<file path="src/rtl/lzrw1_group_packer.sv">
// Groups LZRW1 literal/copy items and streams each group as control bytes followed by item bytes.
// Flow-controlled on both sides; flush emits a partial group and pulses done.
module lzrw1_group_packer #(
    parameter int unsigned GROUP_ITEMS = 16,
    parameter int unsigned OFFSET_W    = 12,
    parameter int unsigned LEN_W       = 4,
    parameter int unsigned CNT_W       = 16
) (
    input  logic                clock,
    input  logic                reset,
    input  logic                in_valid,
    output logic                in_ready,
    input  logic                in_is_copy,
    input  logic [7:0]          in_literal,
    input  logic [OFFSET_W-1:0] in_offset,
    input  logic [LEN_W-1:0]    in_len,
    input  logic                flush,
    output logic                out_valid,
    input  logic                out_ready,
    output logic [7:0]          out_byte,
    output logic                out_last,
    output logic                done,
    output logic [CNT_W-1:0]    group_count,
    output logic [CNT_W-1:0]    byte_count
);

    localparam int unsigned CTRL_BYTES = GROUP_ITEMS / 8;
    localparam int unsigned BUF_BYTES  = 2 * GROUP_ITEMS;
    localparam int unsigned IDX_W      = $clog2(BUF_BYTES);
    localparam int unsigned PTR_W      = $clog2(BUF_BYTES + 1);
    localparam int unsigned ITEM_W     = $clog2(GROUP_ITEMS + 1);

    typedef enum logic [1:0] {StFill, StEmitCtrl, StEmitData, StDone} packStateT;

    packStateT               state, stateNext;
    logic [ITEM_W-1:0]       itemCount, itemCountNext, itemsAfter;
    logic [PTR_W-1:0]        wrPtr, wrPtrNext;
    logic [PTR_W-1:0]        rdPtr, rdPtrNext;
    logic [GROUP_ITEMS-1:0]  ctrl, ctrlNext;
    logic                    flushPending, flushPendingNext;
    logic                    lastGroup, lastGroupNext;
    logic [CNT_W-1:0]        groupCnt, groupCntNext;
    logic [CNT_W-1:0]        byteCnt, byteCntNext;
    logic                    started;
    logic [7:0]              byteBuf [BUF_BYTES];

    logic                    accept, handshake, flushNow, lastData;
    logic [7:0]              ctrlByte, dataByte, copyHi;
    logic [IDX_W-1:0]        wrIdx, wrIdxHi, rdIdx;

    assign accept    = in_valid & in_ready;
    assign handshake = out_valid & out_ready;
    assign flushNow  = flushPending | flush;
    assign lastData  = (rdPtr == wrPtr - PTR_W'(1));
    assign copyHi    = {in_offset[OFFSET_W-1:8], in_len};
    assign wrIdx     = wrPtr[IDX_W-1:0];
    assign wrIdxHi   = wrIdx + IDX_W'(1);
    assign rdIdx     = rdPtr[IDX_W-1:0];
    assign dataByte  = byteBuf[rdIdx];

    always_comb begin
        ctrlByte = 8'h00;
        for (int b = 0; b < int'(CTRL_BYTES); b++) begin
            if (rdPtr == PTR_W'(b)) ctrlByte = ctrl[b*8 +: 8];
        end
    end

    // started holds in_ready low until the first clock after reset releases
    assign in_ready    = started & (state == StFill) & ~flushPending;
    assign out_valid   = (state == StEmitCtrl) | (state == StEmitData);
    assign out_byte    = (state == StEmitCtrl) ? ctrlByte :
                         (state == StEmitData) ? dataByte : 8'h00;
    assign out_last    = (state == StEmitData) & lastGroup & lastData;
    assign done        = (state == StDone);
    assign group_count = groupCnt;
    assign byte_count  = byteCnt;

    always_comb begin
        stateNext        = state;
        itemCountNext    = itemCount;
        itemsAfter       = itemCount;
        wrPtrNext        = wrPtr;
        rdPtrNext        = rdPtr;
        ctrlNext         = ctrl;
        lastGroupNext    = lastGroup;
        groupCntNext     = groupCnt;
        flushPendingNext = flushPending | flush;
        byteCntNext      = handshake ? byteCnt + CNT_W'(1) : byteCnt;

        unique case (state)
            StFill: begin
                if (accept) begin
                    itemsAfter = itemCount + ITEM_W'(1);
                    ctrlNext   = ctrl | (GROUP_ITEMS'(in_is_copy) << itemCount);
                    wrPtrNext  = wrPtr + (in_is_copy ? PTR_W'(2) : PTR_W'(1));
                end
                itemCountNext = itemsAfter;
                rdPtrNext     = '0;
                // A flush coinciding with the final accept still marks this group as the last
                if (itemsAfter == ITEM_W'(GROUP_ITEMS)) begin
                    stateNext     = StEmitCtrl;
                    lastGroupNext = flushNow;
                end else if (flushNow) begin
                    if (itemsAfter != '0) begin
                        stateNext     = StEmitCtrl;
                        lastGroupNext = 1'b1;
                    end else begin
                        stateNext = StDone;
                    end
                end
            end
            StEmitCtrl: begin
                if (handshake) begin
                    if (rdPtr == PTR_W'(CTRL_BYTES - 1)) begin
                        stateNext = StEmitData;
                        rdPtrNext = '0;
                    end else begin
                        rdPtrNext = rdPtr + PTR_W'(1);
                    end
                end
            end
            StEmitData: begin
                if (handshake) begin
                    if (lastData) begin
                        groupCntNext  = groupCnt + CNT_W'(1);
                        ctrlNext      = '0;
                        itemCountNext = '0;
                        wrPtrNext     = '0;
                        rdPtrNext     = '0;
                        lastGroupNext = 1'b0;
                        stateNext     = lastGroup ? StDone : StFill;
                    end else begin
                        rdPtrNext = rdPtr + PTR_W'(1);
                    end
                end
            end
            StDone: begin
                flushPendingNext = flush;
                stateNext        = StFill;
            end
            default: stateNext = StFill;
        endcase
    end

    always_ff @(posedge clock or posedge reset) begin
        if (reset) begin
            state        <= StFill;
            itemCount    <= '0;
            wrPtr        <= '0;
            rdPtr        <= '0;
            ctrl         <= '0;
            flushPending <= 1'b0;
            lastGroup    <= 1'b0;
            groupCnt     <= '0;
            byteCnt      <= '0;
            started      <= 1'b0;
        end else begin
            state        <= stateNext;
            itemCount    <= itemCountNext;
            wrPtr        <= wrPtrNext;
            rdPtr        <= rdPtrNext;
            ctrl         <= ctrlNext;
            flushPending <= flushPendingNext;
            lastGroup    <= lastGroupNext;
            groupCnt     <= groupCntNext;
            byteCnt      <= byteCntNext;
            started      <= 1'b1;
        end
    end

    // Payload storage needs no reset; wrPtr governs what is valid
    always_ff @(posedge clock) begin
        if (accept) begin
            if (in_is_copy) begin
                byteBuf[wrIdx]   <= copyHi;
                byteBuf[wrIdxHi] <= in_offset[7:0];
            end else begin
                byteBuf[wrIdx] <= in_literal;
            end
        end
    end

endmodule

</file>
<file path="config.mk">
export PLATFORM = sky130hd
export DESIGN_NAME = lzrw1_group_packer
export DESIGN_NICKNAME = d
export VERILOG_FILES = /design/src/rtl/lzrw1_group_packer.sv
export SDC_FILE = /design/constraint.sdc
export NUM_CORES = 1
export LEC_CHECK = 0
export BUFFER_PORTS_ARGS = -buffer_cell sky130_fd_sc_hd__buf_2
export CORE_MARGIN = 2
export CORE_UTILIZATION = 62
export DETAILED_ROUTE_END_ITERATION = 16
export PLACE_DENSITY_LB_ADDON = 0.15
export SLEW_MARGIN = 10
export SYNTH_ARGS = -nofsm -noshare
export SYNTH_HDL_FRONTEND = slang
export SYNTH_SLANG_ARGS = --single-unit
</file>
<file path="constraint.sdc">
create_clock -name clock -period 3.5 [get_ports clock]
set_clock_uncertainty 0.1 [all_clocks]
set_input_delay 0.525 -clock clock [delete_from_list [all_inputs] [get_ports clock]]
set_output_delay 0.525 -clock clock [all_outputs]
set_load 0.01 [all_outputs]
</file>
# ---- Word-level counts from Yosys, hierarchy flattened
# Memory sizes are Yosys's and may differ from the RTL's.
# Index checks and enable logic that the tools add are counted.
dict set report classes {
  addsub 7
  n_eq_ne 13
  shifts 1
  muxes 46
  bitwise_logic 11
  reduce_logical 11
}
# operator count
set op_table {}
lappend op_table {{$mux W16} 3}
lappend op_table {{$mux W6} 7}
lappend op_table {{$mux W8} 5}
lappend op_table {{$add A16 B1 Y16 const B} 2}
lappend op_table {{$pmux W16 S2} 1}
lappend op_table {{$mux W5} 4}
lappend op_table {{$mux W2} 9}
lappend op_table {{$pmux W6 S3} 1}
lappend op_table {{$or A16 B16 Y16} 1}
lappend op_table {{$shl A1 B5 Y16} 1}
lappend op_table {{$mux W1} 12}
lappend op_table {{$pmux W6 S2} 1}
lappend op_table {{$add A5 B1 Y5 const B} 2}
lappend op_table {{$ne A2 B2 Y1 const B} 5}
lappend op_table {{$pmux W5 S2} 1}
lappend op_table {{$reduce_and A5 Y1} 2}
lappend op_table {{$reduce_and A3 Y1} 3}
lappend op_table {{$pmux W2 S4} 1}
lappend op_table {{$add A6 B1 Y6 const B} 1}
lappend op_table {{$add A6 B2 Y6} 1}
lappend op_table {{$and A1 B1 Y1} 6}
lappend op_table {{$eq A6 B1 Y1 const B} 1}
lappend op_table {{$eq A6 B6 Y1} 1}
lappend op_table {{$logic_not A6 Y1} 1}
lappend op_table {{14 further kinds} 17}
dict set report word_totals {
  ff_bits 70
  mem_bits_rw 256
  in_bits 30
  out_inout_bits 44
  n_memories 1
}
# name depth width read_ports rd_clocked_by_memory_dff write_ports line_no
set memory_table {}
lappend memory_table {byteBuf 32 8 1 0 2 45} ;# logic [7:0] byteBuf [BUF_BYTES];

# ---- Logic depth before layout (Yosys ltp)
# Gate-level depths: netlist (run 1).
dict set report depth {
  ltp_word 11
  depth_mapped 11
  depth_no_buf 8
}

# ---- Worst setup path after synthesis (run 1)
# OpenSTA, ideal clock, no wires.
dict set report synth_timing {
  path_type {register to output}
  startpoint {register rdPtr[1]}
  endpoint {output out_byte[0]}
  t_arrival_ns 2.199
  required_ns 2.875
  path_slack_ns 0.676
  stages_incl_launch_ff 8
  path_buffers 3
  path_cell_list {dfrtp_1 > clkbuf_1 > buf_2 > clkbuf_1 > mux4_2 > mux4_2 > a21oi_1 > o21ai_0}
}
dict set report synth_between {
  elab_chain_cells 4
  word_cells_on_any_way 7
  classes_between {eq/ne: 1; mux: 4; reduce/logical: 1; memory: 1}
}
# element line_no
set synth_lines {}
lappend synth_lines {{start: declaration} 38} ;# logic [PTR_W-1:0] rdPtr, rdPtrNext;
lappend synth_lines {{start signal: assignment} 161} ;# rdPtr <= rdPtrNext;
lappend synth_lines {{parallel branches: the longest is 3 deep, another holds $mem_v2 Z32 W8} -}
lappend synth_lines {{$mux W8 (*)} 71} ;# assign out_byte = (state == StEmitCtrl) ? ctrlByte :
lappend synth_lines {{end: declaration} 20} ;# output logic [7:0] out_byte,
# Every way passes the cells marked *.

# ---- Worst setup path in the final report (run 1)
dict set report layout_timing {
  startpoint {register rdPtr[0]}
  endpoint {output out_byte[4]}
}
# The elaborated chain is that of the path after synthesis.

==> results of run 1 <==
[path summary, 6_finish.rpt]
| path | endpoint | startpoint | depth (start not counted) |
|---|---|---|---|
| worst max-delay path | out_byte[4] | rdPtr[0]$_DFFE_PP0P_ | 6 |
| worst min register to register | group_count[15]$_DFFE_PP0P_ | group_count[15]$_DFFE_PP0P_ | 1 |
| max in group asynchronous | group_count[6]$_DFFE_PP0P_ | reset | 3 |
| worst max register to register | byteBuf[15][5]$_DFFE_PP_ | state[0]$_DFFE_PP0P_ | 8 |
| min in group clock | flushPending$_DFF_PP0_ | flush | 2 |
| worst min-delay path | byte_count[13]$_DFFE_PP0P_ | reset | 2 |
[cells in the mapped netlist, types with 8 or more instances]
cell,number,area (um2)
a21o_1,21,158
nand2b_1,17,106
inv_1,24,90.1
clkbuf_1,78,293
nand3_1,22,110
mux2i_1,9,90.1
nand2_1,97,364
nor2_2,14,87.6
dfrtp_1,70,1750
edfxtp_1,256,7690
mux2_2,266,3000
xnor2_1,23,201
xor2_1,15,131
buf_2,22,110
o21ai_0,21,105
nor2b_1,11,68.8
a22o_1,9,78.8
a31oi_1,14,87.6
ha_1,17,213
a21oi_1,14,70.1
and3_1,8,50.1
nor2_1,58,218
nor3_1,16,80.1
a41oi_1,11,96.3
mux4_2,76,1710
[flip-flops by register name, indices dropped and copies added (netlist names)]
name / flops
wrPtr: 6
started: 1
lastGroup: 1
ctrl: 16
byte_count: 16
flushPending: 1
group_count: 16
itemCount: 5
state: 2
rdPtr: 6
byteBuf: 256
[per-layer routing]
metal / part of all wire [%] / vias up / track usage [%]
li1: - / 4962 / -
met1: 41 / 5804 / 44.4
met2: 46 / 614 / 47.7
met3: 10 / 77 / 7.67
met4: 2.1 / 0 / 7.52
met5: 0 / - / 0
[cell families after synthesis]
| family | Yosys count |
|---|---|
| AOI/OAI and AO/OA | 122 |
| muxes | 353 |
| adders and majority gates | 18 |
| buffers and inverters | 136 |
| xor gates and xnor gates | 38 |
| and+or+nand+nor | 284 |
| other | 1 |
| DFF | 326 |
[stage by stage]
| stage | std cells | TNS [ns] | worst slack (ns) |
|---|---|---|---|
| final | 1729 | 0 | 0.0149 |
| after global routing | 1729 | -0.314 | -0.0533 |
| after CTS | 1729 | 0 | 0.00358 |
| after detailed placement | 1662 | 0 | 0.333 |
| after global placement | 1662 | 0 | 0.373 |
| after floorplan | 1278 | 0 | 0.676 |
[power by group through the flow]
stage | sequential [W] | clock [W] | combinational (W)
after floorplan | 0.00457 | 0 | 0.00239
after global placement | 0.00476 | 0 | 0.00297
after detailed placement | 0.00477 | 0 | 0.00305
after CTS | 0.00467 | 0.00346 | 0.00320
after global routing | 0.00470 | 0.00363 | 0.00349
final | 0.00468 | 0.00344 | 0.00327
[critical path: cells and delay by family, from the launching register on]
family,cells,cell delay [ns]
muxes,3,1.30
DFF,1,0.54
buffers and inverters,2,0.38
AOI/OAI and AO/OA,1,0.11
[final cells by class]
type / count / area [um2]
tap: 378 / 473
clock buffer: 47 / 963
inverter: 25 / 93.8
timing repair buffer: 123 / 831
fill: 1945 / 8330
multi-input combinational: 816 / 7730
sequential: 326 / 9450
clock inverter: 14 / 62.6
[repair_timing]
action,in CTS,in global routing
buffers inserted,5,0
setup endpoints to repair,8,9
cloned,1,0
pin swaps,0,1
hold endpoints to repair,0,0
resized for setup,11,7
==> qor.yml, run 1 <==
outcome: "completed"
async_reset_ff_share_pct: 21.5
critPathMaxFanout: 12
root_buffer: "clkbuf_16"
finalPower_w: 0.0114
worstSetupPathType: "register to output pin"
clk_pin_slew_ns: 0.07
synthMuxAreaShare_pct: 27.3
required_ns: 2.87
cts_tree: "yes"
numPortBuffers: 73
avgRoutedWirePerCell_um: 26.4
grt_pass1_wl_mm: 70.2
yosysWarnings: 0
startpoint_type: "register"
layout-drive-gt1-share_pct: 40.9
clockPowerShare_pct: 30.2
layout_commonest_cell: "mux2_2"
final-setup-viol-count: 0
clock.fmax_mhz: 287
die_w_um: 173
drv_slew: 0
synth_fa_ha_area_share_pct: 1.32
p_leak_nw: 7.12
clock_latency_ns: 0.52
design_area_um2: 19600
period_needed_ns: 3.49
synth_simple_gate_area_share_pct: 7.89
wirelength_mm: 45.7
antenna_cells: 0
synth_compound_area_share_pct: 4.97
maxCapViolCount: 0
track_usage_pct: 30.8
viasPerCell: 6.63
post-route-drc-count: 0
slowest_stage: "dfrtp_4"
slowest_delay_ns: 0.54
hold-worst-slack_ns: 0.107
area_growth_pct: 10.9
ys_seq_elements: 326
power_frac_seq_pct: 41.1
slew-limit-headroom_pct: 39.1
timing.final.crit_share_pct: 99.6
holdBufCountCts: 0
start_util_pct: 63.3
htreeDepth: 2
drtIter0Drc: 1328
worst_slew_pin_slew_ns: 0.912
syn_avg_cell_area_um2: 13.8
ir_drop_mv: 0.327
hold_path_class: "input pin to asynchronous set/reset pin"
gp_congestion: 0.931
synth_edf_count: 256
internal_power_w: 0.00775
grt_max_degree: 43
first_pass_iters: 6
placed_cell_area_um2: 18400
cts_buffers: 36
grt_overflow: 0
swShare_pct: 32.0
end_kind: "output pin"
ys_seq_area_share_pct: 53.4
synthFlopType: "edfxtp_1"
crit_chain: "buf_6, mux4_2, mux4_2, mux2i_2, o21ai_0, buf_2"
rsz0062_at_grt: "yes"
crit_top_cell: "mux4_2"
ys_types: 67
synth_nets: 1326
vias: 11457
grt_pass1_vias: 11297
ant_nets: 0
netlist_area_um2: 17700
synth_top_family_by_area: "multiplexers"
die_area_um2: 29900
std_cell_rows: 61
worstPathArrival_ns: 2.86
antenna_found_initial: 0
post-dp-hpwl_mm: 30.3
coreArea_um2: 27900
finalNetCount: 1376
die_h_um: 173
synth_cells: 1278
p_comb_share_pct: 28.7
power_density_nw_per_um2: 581
r2r_slack_ns: 0.46
clockBufferDepth: 3
pin_count: 74
p_switching_w: 0.00364
postLayoutCoreUtil_pct: 70.2
layout_common_cells: "mux2_2 (266), edfxtp_1 (256), nand2_1 (97)"
hold_viol: 0
cts.sinks: 326
yosys.area_share.xor_xnor_pct: 1.88
Note: power is estimated with default switching activity, not from simulation.
==> inputs of run 2 (changes only) <==
- HOLD_SLACK_MARGIN: not set -> 0.15
==> run 2 against run 1 <==
Hold slack better by 0.19 ns. Via count up 0.85%. Sequential share of layout area about the same. Critical path depth unchanged. First-iteration DRC count up 5.0%. Maximum frequency down 0.12%. Combinational power about the same. Clock-buffer cell count unchanged. Final cell count up 0.12%. Largest power group unchanged.
==> qor.yml, run 2 (same netlist as run 1, synthesis figures left out) <==
worstPathArrival_ns: 2.86
cts_buffers: 36
grt_use_met3_pct: 7.67
period_needed_ns: 3.49
met2_usage_pct: 47.7
worst_slew_pin_slew_ns: 0.913
ir_drop_mv: 0.326
rsz0062_at_grt: "yes"
drtIter0Drc: 1394
startpoint_type: "register"
numPlacedInstances: 1662
p_leak_nw: 7.13
required_ns: 2.87
htreeDepth: 2
layout_commonest_cell: "mux2_2"
timing.final.crit_share_pct: 99.7
die_h_um: 173
hold_path_class: "input pin to register"
drv_slew: 0
outcome: "completed"
finalNonFillerCells: 1731
clock_latency_ns: 0.52
antenna_cells: 0
largest_reg_flops: 256
layout_common_cells: "mux2_2 (266), edfxtp_1 (256), nand2_1 (97)"
start_util_pct: 63.3
critPathMaxFanout: 12
viasPerCell: 6.67
grt_pass1_vias: 11305
layout-drive-gt1-share_pct: 40.9
coreArea_um2: 27900
vias: 11554
die_w_um: 173
numPortBuffers: 73
finalNetCount: 1378
clock.fmax_mhz: 287
grt.busiest_layer: "met2"
std_cell_rows: 61
first_pass_iters: 7
antenna_found_initial: 0
fillers: 1943
clk_pin_slew_ns: 0.06
final-setup-viol-count: 0
gp_congestion: 0.931
pin_count: 74
cts.sinks: 326
hold_viol: 0
avgRoutedWirePerCell_um: 26.3
crit_top_cell: "mux4_2"
wirelength_mm: 45.6
slew-limit-headroom_pct: 39.1
grt_max_degree: 43
cp_top_family: "multiplexers"
crit_chain: "buf_6, mux4_2, mux4_2, mux2i_2, o21ai_0, buf_2"
finalPower_w: 0.0114
grt_pass1_wl_mm: 70.2
track_usage_pct: 30.8
crit_buf_inv: 2
area_growth_pct: 11.0
post-route-drc-count: 0
worstSetupPathType: "register to output pin"
grt_overflow: 0
die_area_um2: 29900
cts_tree: "yes"
grtUsageMet1_pct: 44.4
post-dp-hpwl_mm: 30.3
tns_ns: 0
hold-worst-slack_ns: 0.294
maxCapViolCount: 0
root_buffer: "clkbuf_16"
end_kind: "output pin"
regMostFlops: "byteBuf"
power_density_nw_per_um2: 580
ant_nets: 0
clockBufferDepth: 3
slowest_stage: "dfrtp_4"
slowest_delay_ns: 0.55
==> run 2: through the flow <==
stage	utilization (%)	setup slack [ns]	instance area, um2
final	70.2	0.0106	19600
after global placement	65.9	0.373	18400
after CTS	70.1	0.00358	19600
after global routing	70.2	-0.0533	19600
after detailed placement	65.9	0.333	18400
after floorplan	-	0.676	17700
==> run 2: per-layer routing <==
metal | wire, um | share of wire [%]
met1 | 18400 | 40
met2 | 21200 | 46
met3 | 5040 | 11
met4 | 1000 | 2.2
met5 | 0 | 0
==> run 2: worst paths after layout <==
kind,slack (ns),start,to,cells after the start
hold / removal,0.29,out_ready,byte_count[0]$_DFFE_PP0P_,3
setup reg to reg,0.45,state[0]$_DFFE_PP0P_,byteBuf[15][5]$_DFFE_PP_,8
max in group asynchronous,1.88,reset,group_count[6]$_DFFE_PP0P_,4
min in group asynchronous,0.65,reset,byte_count[13]$_DFFE_PP0P_,3
hold reg to reg,0.38,group_count[15]$_DFFE_PP0P_,group_count[15]$_DFFE_PP0P_,1
setup / recovery,0.01,rdPtr[0]$_DFFE_PP0P_,out_byte[4],6
==> run 2: final cells by class <==
type	count	area, um2	area share, %
repair buffers	125	851	4.34
flip-flops and latches	326	9450	48.1
well taps	378	473	2.41
clock buffers	47	963	4.91
inverters	25	93.8	0.478
clock inverters	14	62.6	0.319
multi-input cells	816	7730	39.4
==> run 2: what timing repair did <==
item,in CTS,in global routing
endpoints found under the setup margin,8,9
cloned,1,0
pin swaps,0,1
hold endpoints to repair,23,0
gates resized for setup,11,7
hold buffers,2,0
setup buffers,5,0
==> run 2: worst reg2reg max path: cells and delay by family (launching register included) <==
family,cells,cell delay (ns)
and+or+nand+nor,2,0.23
adders and majority gates,1,0.33
buffers and inverters,3,0.61
DFF,1,0.40
muxes,2,1.13
==> run 2: power breakdown <==
group          internal (W)  leakage [nW]  switching [W]
clock               0.00193         0.500        0.00151
sequential          0.00436          3.19       0.000321
combinational       0.00146          3.43        0.00180
total               0.00775          7.13        0.00363
